--- config.mk ---
export PLATFORM = sky130hd
export DESIGN_NAME = tbus_arbiter
export DESIGN_NICKNAME = d
export VERILOG_FILES = /design/src/rtl/tbus_arbiter.sv
export SDC_FILE = /design/constraint.sdc
export NUM_CORES = 1
export LEC_CHECK = 0
export BUFFER_PORTS_ARGS = -buffer_cell sky130_fd_sc_hd__buf_2
export CAP_MARGIN = 20
export CORE_AREA = 8 8 301 303
export CTS_BUF_LIST = sky130_fd_sc_hd__clkbuf_2 sky130_fd_sc_hd__clkbuf_4 sky130_fd_sc_hd__clkbuf_8
export DETAILED_ROUTE_END_ITERATION = 8
export DIE_AREA = 0 0 309 311
export PLACE_DENSITY = 0.37
export SLEW_MARGIN = 30
export SYNTH_ARGS = -nofsm -noshare
export SYNTH_HDL_FRONTEND = slang
export SYNTH_SLANG_ARGS = --single-unit
--- constraint.sdc ---
create_clock -name clock -period 3.6 [get_ports clock]
set_input_delay 0.18 -clock clock [delete_from_list [all_inputs] [get_ports clock]]
set_output_delay 0.18 -clock clock [all_outputs]
set_load 0.01 [all_outputs]
--- src/rtl/tbus_arbiter.sv ---
// tbus_arbiter: shares one tbus port between the IFU and LSU requesters.
//   - Round-robin between the two requesters; after reset the LSU wins a tie.
//   - One transaction in flight; the grant stays locked from acceptance until
//     tbus_operation_done.
//   - Requests are forwarded combinationally: zero arbitration latency, no
//     payload registers.
//   - The response goes to the owner only; the non-owner always sees zeros.
// Ports:
//   clock, reset                   clock; asynchronous active-high reset
//   {ifu,lsu}_index_*              requester request channel (valid/ready)
//   {ifu,lsu}_write_data/mask/op   request payload
//   {ifu,lsu}_read_data/done       response to the requester
//   tbus_*                         downstream slave port

`ifndef TBUS_RANGE
`define TBUS_RANGE 1:0
`endif
`ifndef TBUS_READ
`define TBUS_READ 2'b01
`endif
`ifndef TBUS_WRITE
`define TBUS_WRITE 2'b10
`endif

module tbus_arbiter #(
  parameter int ADDR_WIDTH = 64,
  parameter int DATA_WIDTH = 64
) (
  input  logic                  clock,
  input  logic                  reset,
  // IFU requester
  input  logic                  ifu_index_valid,
  output logic                  ifu_index_ready,
  input  logic [ADDR_WIDTH-1:0] ifu_index,
  input  logic [DATA_WIDTH-1:0] ifu_write_data,
  input  logic [63:0]           ifu_write_mask,
  input  logic [`TBUS_RANGE]    ifu_operation_type,
  output logic [DATA_WIDTH-1:0] ifu_read_data,
  output logic                  ifu_operation_done,
  // LSU requester
  input  logic                  lsu_index_valid,
  output logic                  lsu_index_ready,
  input  logic [ADDR_WIDTH-1:0] lsu_index,
  input  logic [DATA_WIDTH-1:0] lsu_write_data,
  input  logic [63:0]           lsu_write_mask,
  input  logic [`TBUS_RANGE]    lsu_operation_type,
  output logic [DATA_WIDTH-1:0] lsu_read_data,
  output logic                  lsu_operation_done,
  // downstream slave
  output logic                  tbus_index_valid,
  input  logic                  tbus_index_ready,
  output logic [ADDR_WIDTH-1:0] tbus_index,
  output logic [DATA_WIDTH-1:0] tbus_write_data,
  output logic [63:0]           tbus_write_mask,
  output logic [`TBUS_RANGE]    tbus_operation_type,
  input  logic [DATA_WIDTH-1:0] tbus_read_data,
  input  logic                  tbus_operation_done
);

  typedef enum logic [1:0] {IDLE, PENDING, OUTSTANDING} state_t;

  typedef struct packed {
    logic [ADDR_WIDTH-1:0] index;
    logic [DATA_WIDTH-1:0] wdata;
    logic [63:0]           wmask;
    logic [`TBUS_RANGE]    op;
  } req_t;

  state_t state;
  logic   owner;       // 0 = IFU, 1 = LSU
  logic   last_grant;  // owner of the last completed transaction
  logic   sel;         // requester currently steering the mux
  logic   act;         // selected requester is presenting a request
  logic   fire;
  logic   resp_live;
  req_t   ifu_req, lsu_req, mux_req;

  assign ifu_req = '{ifu_index, ifu_write_data, ifu_write_mask, ifu_operation_type};
  assign lsu_req = '{lsu_index, lsu_write_data, lsu_write_mask, lsu_operation_type};

  // Arbitrate only in IDLE; once PENDING the latched owner holds the mux so
  // a late-arriving requester cannot steal a stalled grant.
  always_comb begin
    sel = owner;
    act = 1'b0;
    case (state)
      IDLE: begin
        if (ifu_index_valid && lsu_index_valid) sel = ~last_grant;
        else                                    sel = lsu_index_valid;
        act = ifu_index_valid | lsu_index_valid;
      end
      PENDING: act = owner ? lsu_index_valid : ifu_index_valid;
      default: act = 1'b0;
    endcase
  end

  always_comb begin
    mux_req = '0;
    if (act) mux_req = sel ? lsu_req : ifu_req;
  end

  assign tbus_index_valid    = act;
  assign tbus_index          = mux_req.index;
  assign tbus_write_data     = mux_req.wdata;
  assign tbus_write_mask     = mux_req.wmask;
  assign tbus_operation_type = mux_req.op;

  assign fire            = act & tbus_index_ready;
  assign ifu_index_ready = fire & ~sel;
  assign lsu_index_ready = fire &  sel;

  // Done outside OUTSTANDING is stale or spurious and is dropped.
  assign resp_live          = (state == OUTSTANDING) & tbus_operation_done;
  assign ifu_operation_done = resp_live & ~owner;
  assign lsu_operation_done = resp_live &  owner;
  assign ifu_read_data      = ifu_operation_done ? tbus_read_data : '0;
  assign lsu_read_data      = lsu_operation_done ? tbus_read_data : '0;

  always_ff @(posedge clock or posedge reset) begin
    if (reset) begin
      state      <= IDLE;
      owner      <= 1'b0;
      last_grant <= 1'b0;
    end else begin
      case (state)
        IDLE: if (act) begin
          owner <= sel;
          state <= tbus_index_ready ? OUTSTANDING : PENDING;
        end
        // Owner withdrawing its request is a flush: nothing happened, so
        // last_grant keeps its old value.
        PENDING: begin
          if (!act)      state <= IDLE;
          else if (fire) state <= OUTSTANDING;
        end
        OUTSTANDING: if (tbus_operation_done) begin
          last_grant <= owner;
          state      <= IDLE;
        end
        default: state <= IDLE;
      endcase
    end
  end

endmodule

==> run metrics, run 1 <==
Power Dens Cells around 410 nW/µm²; vias in the first global route about 13000; number of flops mapped to enable cells by yosys 0; max_slew headroom approximately 37%; Post-DRT Antenna Nets 0; Pwr Total between 5 and 6 mW; worst min-delay path category in2reg; leading post-synthesis cells by cell area a21o_1 16%, nand3b_1 16%, nand2b_1 13%, a31oi_1 13%, nand3_1 11%; worst vdd ir 0.000407 V; Initial DRT Pass Iterations 5; largest net degree at the start of global routing between 200 and 250; Vert. Die Dim 311 µm; Worst EP arrival about 2300 ps; I/O pins a little under 800; mapped cell area approximately 9000 µm²; Row Count 108; Routed WL roughly 60000 µm; Leakage 6.69 nW; number of synthesis warnings 0; FF-to-FF path depth 5; Die Wd between 300 and 400 µm; worst-case hold slack between 200 and 250 ps; CTS tree yes; Layout Nets 2596; top_reg_cell synth dfrtp_1; ys async rst share between 90% and 100%; first-pass GRT wire length between 80000 and 90000 µm; Hold Startpoint tbus_index_ready; RSZ-0062 raised after global routing no; final hold violation count 0; Synth cell types 23; register area share after synthesis under 10%; die area 96100 µm²; area grow syn2layout 55.2%; Clock Root Buffer clkbuf_8; drt initial violations 1128; fin area 14100 µm²; Max Root-Sink Buffers 2; area share of the largest cell type after synthesis between 10% and 20%; Peak Freq between 400 and 500 MHz; fill count 10209; worst setup margin 1160 ps; routability cong. between 0.8 and 0.9; Num Clock Sinks 4; Initial Util about a tenth; Port-buffer cells 784; Min-Delay Path Depth 2; Critical R2R Capture state[0]; Yosys top cell by area a21o_1; # hold bufs at CTS 1; CTS Buf Count 3; required time worst endpoint about 3400 ps; vias per cell around 4.1; placed cell areas between 10000 and 15000 µm²; crit path launch type flop; final worst-path cycle share between 60% and 70%; FF+latch count, synth 4; H-tree levels 1; layout cells sized above 1 slightly below 40%; Max Slew Vio Count 0; top-count cell post-synth a21o_1; Slew @ Worst Pin roughly 950 ps; CP Class reg2out; initial antenna violation count 28; Setup TNS Final 0 ps; CP endpoint kind primary output; Commonest cells post-synth 196 x a21o_1, 195 x nand2b_1, 195 x nand3b_1; Worst R2R Setup Slack about 1800 ps; status complete, no violations; Max-cap violations 0; total track usage about 11%; Post-Syn Area per Cell 6.02 µm²; Hold Crit Endpoint state[0]; Syn Nets 1962; crit path max fanout 174; worst slack at placement 1380 ps; post-CTS resize count 0; total number of vias 13403; DRC Markers 0; Wirelength per Cell around 18 µm; Final min period 2440 ps; grt ovf 0; FF-to-FF Start owner; clk_lat worst skew approximately 220 ps; Placeable Area 85900 µm²; CTS clk-pin slew, worst paths about 30 ps; post-DP HPWL roughly 48000 µm; Setup Viol. Count Final 0; clk_skew between 5 and 6 ps; Syn Inst Count ~1500; Post-CTS Repair Setup Buffers 0
logic make-up after synthesis:
logic type | synth area share, %
AND/OR/NAND/NOR | 57.8
flip-flops | 1.11
multiplexers | 0.221
buffers and inverters | 10.3
AO/OA/AOI/OAI | 30.6
final cells by class:
| type | count | area, µm² | share of cell area [%] |
|---|---|---|---|
| well taps | 1155 | 1450 | 10.3 |
| repair buffers | 816 | 4350 | 31.0 |
| multi-input cells | 1310 | 8060 | 57.4 |
| clock buffers | 4 | 48.8 | 0.347 |
| inverters | 3 | 11.3 | 0.0801 |
| flip-flops and latches | 4 | 104 | 0.739 |
| diodes | 13 | 32.5 | 0.232 |
state kept, by name (all words and copies together) (netlist names):
signal,cells
state,2
last_grant,1
owner,1
critical path, stage by stage (launching register included):
cell,delay (ps)
dfrtp_4,510
buf_12,200
buf_16,250
nand2b_1,300
a21o_1,150
a31oi_1,210
buf_2,170
metal layers:
| layer | share of wire (%) | track usage [%] |
|---|---|---|
| met2 | 50 | 19.8 |
| met1 | 40 | 13.0 |
| met4 | 2.4 | 2.67 |
| met5 | 0.20 | 0 |
| met3 | 7.7 | 2.76 |
cell usage in the layout (no fill, tap or decap), drive strengths merged, types with 2 or more instances in the layout:
master,count
clkbuf,4
dfrtp,4
and2,128
nand2b,195
nor3b,2
diode,13
nand3b,195
inv,3
nor2,5
nand2,194
buf,815
mux2i,2
a21o,196
a31oi,195
nand3,194
per-stage QoR:
stage / util [%] / instances
floorplan: - / 1504
global placement: 16.2 / 3286
detailed placement: 16.2 / 3286
CTS: 16.3 / 3291
global route: 16.3 / 3304
finish: 16.4 / 3305
where the power goes:
group          internal (mW)  switching [mW]  total (mW)
clock                 0.0831          0.0236       0.107
combinational           2.34            3.24        5.57
sequential            0.0633          0.0260      0.0894
total                   2.48            3.29        5.77
worst max path at each step:
stage | startpoint | endpoint | slack, ps | cells past startpoint
after floorplan | owner | tbus_index[0] | 1890 | 7
after global placement | owner | tbus_write_data[23] | 1400 | 6
after detailed placement | owner | tbus_write_data[30] | 1380 | 6
after CTS | owner | tbus_write_data[30] | 1140 | 6
after global routing | owner | tbus_index[14] | 1030 | 6
final | owner | tbus_write_data[63] | 1160 | 6
Note: power is estimated with default switching activity, not from simulation.
==> inputs of run 2 (changes only) <==
--- a/config.mk
+++ b/config.mk
@@ -5,13 +5,14 @@
 export SDC_FILE = /design/constraint.sdc
 export NUM_CORES = 1
 export LEC_CHECK = 0
+export ABC_AREA = 1
 export BUFFER_PORTS_ARGS = -buffer_cell sky130_fd_sc_hd__buf_2
 export CAP_MARGIN = 20
-export CORE_AREA = 8 8 301 303
+export CORE_AREA = 8 8 295 297
 export CTS_BUF_LIST = sky130_fd_sc_hd__clkbuf_2 sky130_fd_sc_hd__clkbuf_4 sky130_fd_sc_hd__clkbuf_8
 export DETAILED_ROUTE_END_ITERATION = 8
-export DIE_AREA = 0 0 309 311
-export PLACE_DENSITY = 0.37
+export DIE_AREA = 0 0 303 305
+export PLACE_DENSITY = 0.33
 export SLEW_MARGIN = 30
 export SYNTH_ARGS = -nofsm -noshare
 export SYNTH_HDL_FRONTEND = slang
==> constraint.sdc (replaced) <==
create_clock -name clock -period 2 [get_ports clock]
set_input_delay 0.1 -clock clock [delete_from_list [all_inputs] [get_ports clock]]
set_output_delay 0.1 -clock clock [all_outputs]
set_load 0.01 [all_outputs]
==> run 2 against run 1 <==
Hold slack worse by 120 ps. Combinational power is 140% higher. Power up 140%. Critical path type unchanged.
==> run metrics, run 2 <==
worst setup margin 9.29 ps (was 1160 ps); CP endpoint kind primary output (unchanged); CP Class reg2out (unchanged); largest net degree at the start of global routing 58 (was 227); Num Clock Sinks 4 (unchanged); clk_lat worst skew 220 ps (about the same); first-pass GRT wire length 63400 µm (was 84200 µm); Row Count 106 (was 108); Post-DRT Antenna Nets 0 (unchanged); leading post-synthesis cells by cell area nor2_1 39%, nand2_1 30%, inv_1 20%, buf_2 4.0%, buf_4 3.4% (was a21o_1 16%, nand3b_1 16%, nand2b_1 13%, a31oi_1 13%, nand3_1 11%); max reg flops 2 (unchanged); initial antenna violation count 17 (was 28); die area 92400 µm² (was 96100 µm²); final non-filler cell total 3144 (was 3305); Vert. Die Dim 305 µm (was 311 µm); number of flops mapped to enable cells by yosys 0 (unchanged); Placeable Area 82600 µm² (was 85900 µm²); post-DP HPWL 39900 µm (was 47700 µm); worst min-delay path category in2reg (unchanged); number of synthesis warnings 0 (unchanged); drt initial violations 502 (was 1128); Initial Util 6.09% (was 10.5%); FF-to-FF Start owner (unchanged); Routed WL 48300 µm (was 58500 µm); CTS clk-pin slew, worst paths 30 ps (about the same); Max Root-Sink Buffers 2 (unchanged); vias in the first global route 9915 (was 12976); crit path max fanout 7 (was 174); commonest non-fill, non-tap cells in the layout 769 x buf_2, 479 x nor2_1, 375 x nand2_1 (was 784 x buf_2, 196 x a21o_1, 195 x nand3b_1, 195 x nand2b_1); grt ovf 0 (unchanged); area grow syn2layout 128% (was 55.2%); Die Wd 303 µm (was 309 µm); slowest CP cell dfrtp_2 (was dfrtp_4); max_slew headroom 77.7% (was 36.6%); Post-Syn Area per Cell 3.93 µm² (was 6.02 µm²); Critical path origin state[1] (was owner); cell family with most CP delay buffers and inverters (unchanged); Layout Nets 2517 (was 2596); worst vdd ir 0.000384 V (was 0.000407 V); Initial DRT Pass Iterations 5 (unchanged); Max Slew Vio Count 0 (unchanged); Peak Freq 502 MHz; Setup TNS Final 0 ps (unchanged); CTS tree yes (unchanged); worst-case hold slack 85.4 ps (was 203 ps); Largest regs state x2, last_grant x1, owner x1 (unchanged); crit path launch type flop (unchanged); Final min period 1990 ps; ys async rst share 100% (unchanged); Wirelength per Cell 15.4 µm (was 17.7 µm); peak per-stage delay on the critical path 440 ps (was 510 ps); Clock Root Buffer clkbuf_8 (unchanged); worst slack at placement 106 ps (was 1380 ps); commonest non-fill, non-tap cell in the layout buf_2 (unchanged); Syn Inst Count 1278 (was 1504); Worst EP arrival 1890 ps (was 2260 ps); Port-buffer cells 784 (unchanged); Power Dens Cells 1190 nW/µm² (was 411 nW/µm²); Setup Viol. Count Final 0 (unchanged); I/O pins 785 (unchanged); FF+latch count, synth 4 (unchanged); top_reg_cell synth dfrtp_1 (unchanged); Leakage 7.75 nW (was 6.69 nW); fin area 11500 µm² (was 14100 µm²); top-count cell post-synth nor2_1 (was a21o_1); Cells after DPL 3108 (was 3286); Top reg by flops state (unchanged); vias per cell 3.08 (was 4.06); clk_skew 5.54 ps (was 5.91 ps); placed cell areas 10400 µm² (was 13900 µm²); Slew @ Worst Pin 335 ps (was 950 ps); DRC Markers 0 (unchanged); CTS Buf Count 3 (unchanged); H-tree levels 1 (unchanged); layout cells sized above 1 45.4% (was 39.1%); mapped cell area 5030 µm² (was 9060 µm²); Commonest cells post-synth 522 x nor2_1, 401 x nand2_1, 264 x inv_1 (was 196 x a21o_1, 195 x nand2b_1, 195 x nand3b_1); routability cong. 0.820 (was 0.888); register area share after synthesis 1.99% (was 1.11%); final worst-path cycle share between 90 and 100%; Syn Nets 1736 (was 1962); Max-cap violations 0 (unchanged); Crit path buffers/inverters 4 (was 3); status complete, no violations (unchanged); Pwr Total 13.6 mW (was 5.77 mW); Final Util 13.9% (was 16.4%); area share of the largest cell type after synthesis 39.0% (was 16.2%); required time worst endpoint 1900 ps (was 3420 ps); Synth cell types 14 (was 23); Yosys top cell by area nor2_1 (was a21o_1); Hold Startpoint tbus_index_ready (unchanged); cells along the critical path nor2_4 > nand2_4 > nand2_8 > buf_12 > buf_12 > buf_16 > nand2_1 > nand2_1 > nor2_2 > buf_2 (was buf_12 > buf_16 > nand2b_1 > a21o_1 > a31oi_1 > buf_2); total track usage 8.94% (was 11.0%); total number of vias 9668 (was 13403); final hold violation count 0 (unchanged); RSZ-0062 raised after global routing yes (was no)
## run 2: worst reg2reg max path, stage by stage (launching register included)
cell and delay, ps:
dfrtp_1 410, inv_2 120, nand2_2 60, nand3_2 130, nand2_8 140, buf_12 210, nand2_2 140, o21ai_0 110
## run 2: worst paths after layout
path | end | slack (ps) | cells past startpoint
max | tbus_write_data[12] | 9 | 10
min | state[0] | 90 | 2
max reg2reg | state[1] | 540 | 7
min reg2reg | last_grant | 500 | 2
max in group asynchronous | state[1] | 1490 | 3
min in group asynchronous | state[0] | 330 | 3
## run 2: cells by family after synthesis
family	synth area share [%]
compound gates	0.398
buf+inv	28.4
flops	1.99
simple gates	69.2
## run 2: power breakdown
group	internal, mW	switching (mW)	leakage [nW]
clock	0.128	0.0430	0.0216
combinational	5.50	7.76	7.68
sequential	0.115	0.0407	0.0490
total	5.74	7.85	7.75
## run 2: final cells by class
type                            instances  area, µm²
Fill cell                           10021      71200
Timing Repair Buffer                  853       5140
Antenna cell                            7       17.5
Tap cell                             1080       1350
Inverter                              267       1000
Sequential cell                         4        101
Clock buffer                            3       41.3
Multi-Input combinational cell        930       3810
## run 2: what timing repair did
action                     CTS  global route
hold endpoints to repair     4             0
gates cloned                 3            13
setup endpoints to repair   54           176
pin swaps                    2            26
setup buffers                3             6
hold buffers                 1             0
gates resized for setup     23           124
## run 2: per-layer routing
| layer | track usage [%] | vias to the layer above | wire [µm] |
|---|---|---|---|
| li1 | - | 5090 | - |
| met4 | 1.25 | 12 | 759 |
| met3 | 2.67 | 40 | 4130 |
| met1 | 9.80 | 4041 | 18800 |
| met5 | 0 | - | 77 |
| met2 | 17.1 | 485 | 24500 |
==> inputs of run 3 (changes only) <==
--- a/config.mk
+++ b/config.mk
@@ -8,11 +8,12 @@
 export ABC_AREA = 1
 export BUFFER_PORTS_ARGS = -buffer_cell sky130_fd_sc_hd__buf_2
 export CAP_MARGIN = 20
-export CORE_AREA = 8 8 295 297
+export CORE_AREA = 2 2 303 305
 export CTS_BUF_LIST = sky130_fd_sc_hd__clkbuf_2 sky130_fd_sc_hd__clkbuf_4 sky130_fd_sc_hd__clkbuf_8
 export DETAILED_ROUTE_END_ITERATION = 8
-export DIE_AREA = 0 0 303 305
-export PLACE_DENSITY = 0.33
+export DIE_AREA = 0 0 305 307
+export PLACE_DENSITY = 0.31
+export SKIP_CTS_REPAIR_TIMING = 1
 export SLEW_MARGIN = 30
 export SYNTH_ARGS = -nofsm -noshare
 export SYNTH_HDL_FRONTEND = slang
==> constraint.sdc (replaced) <==
create_clock -name clock -period 2.42 [get_ports clock]
set_input_delay 0.121 -clock clock [delete_from_list [all_inputs] [get_ports clock]]
set_output_delay 0.121 -clock clock [all_outputs]
set_load 0.01 [all_outputs]
==> run 3 against run 2 <==
Wire length decreased by 17%. Setup slack better by 200 ps. Final area is 8.2% lower. Register-to-register slack got worse by 140 ps. Critical path depth shrank 2. Count of clock-buffer cells in the layout did not move. Clock power fell by 15%. Global-route usage down 1.1 points. Final cell count increased by 2.4%. Power decreased by 35%. Sequential share of layout area rose by 0.067 points. First-iteration DRC count decreased by 8.2%. Largest cell class unchanged. Largest power group unchanged.
==> run metrics, run 3 (synthesis results as in run 2) <==
Vert. Die Dim 307 µm (was 305 µm); Setup Viol. Count Final 0 (unchanged); Initial Util 5.54% (was 6.09%); initial antenna violation count 16 (was 17); area grow syn2layout 109% (was 128%); Cells after DPL 3205 (was 3108); Leakage 7.35 nW (was 7.75 nW); Wirelength per Cell 12.5 µm (was 15.4 µm); CP endpoint kind primary output (unchanged); total track usage 7.85% (was 8.94%); final non-filler cell total 3218 (was 3144); peak per-stage delay on the critical path 420 ps (was 440 ps); worst vdd ir 0.000335 V (was 0.000384 V); Top reg by flops state (unchanged); Layout Nets 2488 (was 2517); Final min period around 2200 ps; vias per cell 2.90 (was 3.08); Routed WL 40100 µm (was 48300 µm); commonest non-fill, non-tap cells in the layout 784 x buf_2, 521 x nor2_1, 400 x nand2_1 (was 769 x buf_2, 479 x nor2_1, 375 x nand2_1); cells along the critical path nor2_1 > nand3_1 > nand2_8 > buf_12 > buf_12 > nand2_1 > nor2_1 > buf_2 (was nor2_4 > nand2_4 > nand2_8 > buf_12 > buf_12 > buf_16 > nand2_1 > nand2_1 > nor2_2 > buf_2); Row Count 111 (was 106); Sequential cell area 100 µm² (was 101 µm²); M1 GR Usage 8.92% (was 9.80%); Pwr Total 8.81 mW (was 13.6 mW); Port-buffer cells 784 (unchanged); vias in the first global route 8708 (was 9915); I/O pins 785 (unchanged); clk_skew 3.21 ps (was 5.54 ps); GR Layer Usage met3 2.19% (was 2.67%); Peak Freq around 450 MHz; multi-input logic area 3520 µm² (was 3810 µm²); crit path launch type flop (unchanged); Max-cap violations 0 (unchanged); total number of vias 9339 (was 9668); clk_lat worst skew 220 ps (about the same); Placeable Area 90700 µm² (was 82600 µm²); met2 Track Usage GR 14.9% (was 17.1%); Setup TNS Final 0 ps (unchanged); CTS clk-pin slew, worst paths 30 ps (about the same); first-pass GRT wire length 55600 µm (was 63400 µm); fill count 11022 (was 10021); Worst EP arrival 2090 ps (was 1890 ps); Power Dens Cells 837 nW/µm² (was 1190 nW/µm²); commonest non-fill, non-tap cell in the layout buf_2 (unchanged); layout cells sized above 1 41.1% (was 45.4%); Die Wd 305 µm (was 303 µm); H-tree levels 1 (unchanged); CTS Buf Count 3 (unchanged); max reg flops 2 (unchanged); Clock Root Buffer clkbuf_8 (unchanged); worst setup margin 214 ps (was 9.29 ps); Slew @ Worst Pin 901 ps (was 335 ps); worst slack at placement 279 ps (was 106 ps); grt ovf 0 (unchanged); largest net degree at the start of global routing 73 (was 58); crit path max fanout 22 (was 7); Initial DRT Pass Iterations 4 (was 5); CTS tree yes (unchanged); die area 93600 µm² (was 92400 µm²); DRC Markers 0 (unchanged); final hold violation count 0 (unchanged); Max Slew Vio Count 0 (unchanged); Max Root-Sink Buffers 2 (unchanged); required time worst endpoint 2300 ps (was 1900 ps); max_slew headroom 39.3% (was 77.7%); routability cong. 0.781 (was 0.820); Post-DRT Antenna Nets 0 (unchanged); CP Class reg2out (unchanged); final worst-path cycle share 91.2%; drt initial violations 461 (was 502); Largest regs state x2, last_grant x1, owner x1 (unchanged); most used routing layer met2 (unchanged); Worst R2R Setup Slack 400 ps (was 540 ps); RSZ-0062 raised after global routing no (was yes); post-DP HPWL 35100 µm (was 39900 µm); worst min-delay path category in2reg (unchanged); status complete, no violations (unchanged); slowest CP cell dfrtp_1 (was dfrtp_2); Final Util 11.6% (was 13.9%); Num Clock Sinks 4 (unchanged)
==> run 3: cell types whose count changed in the layout (fill, tap and decap cells not counted), moves of 10 or more <==
cell	change
nor2_1	+42
nor2_2	-35
nand2_1	+25
buf_6	-18
buf_2	+15
nand2_2	-14
clkbuf_16	-13
buf_16	-10
nand2_4	-10
==> run 3: cell type report <==
type | instances | area share (%)
Sequential cell | 4 | 0.951
Multi-Input combinational cell | 930 | 33.5
Inverter | 267 | 9.52
Timing Repair Buffer | 824 | 41.5
Antenna cell | 4 | 0.0951
Clock buffer | 3 | 0.392
Tap cell | 1186 | 14.1
==> run 3: path summary, 6_finish.rpt <==
kind                                       start                   to  cells after the start
worst max-delay path                    state[1]  tbus_write_data[54]                      8
worst min-delay path            tbus_index_ready             state[0]                      2
worst max register to register          state[1]             state[1]                      6
worst min register to register        last_grant           last_grant                      2
max in group asynchronous                  reset           last_grant                      3
min in group asynchronous                  reset             state[1]                      3
==> run 3: metrics by stage <==
stage               hold slack (ps)  instance area (µm²)
floorplan                      -113                 5030
global placement               18.6                10400
detailed placement             26.2                10400
CTS                            -208                10500
global route                    251                10500
finish                          226                10500
==> run 3: routing by layer <==
layer	share of wire [%]	routed length, µm
met5	0.31	125
met4	1.1	445
met3	8.3	3350
met2	51	20500
met1	39	15700
==> run 3: power breakdown <==
group	leakage, nW	internal (mW)	switching [mW]
Combinational	7.28	3.12	5.42
Clock	0.0216	0.106	0.0390
Sequential	0.0503	0.0940	0.0261
Total	7.35	3.32	5.49
==> run 3: critical path: cells and delay by family, from the launching register on <==
family	cells	cell delay [ps]
buf+inv	3	570
simple gates	5	850
flops	1	420
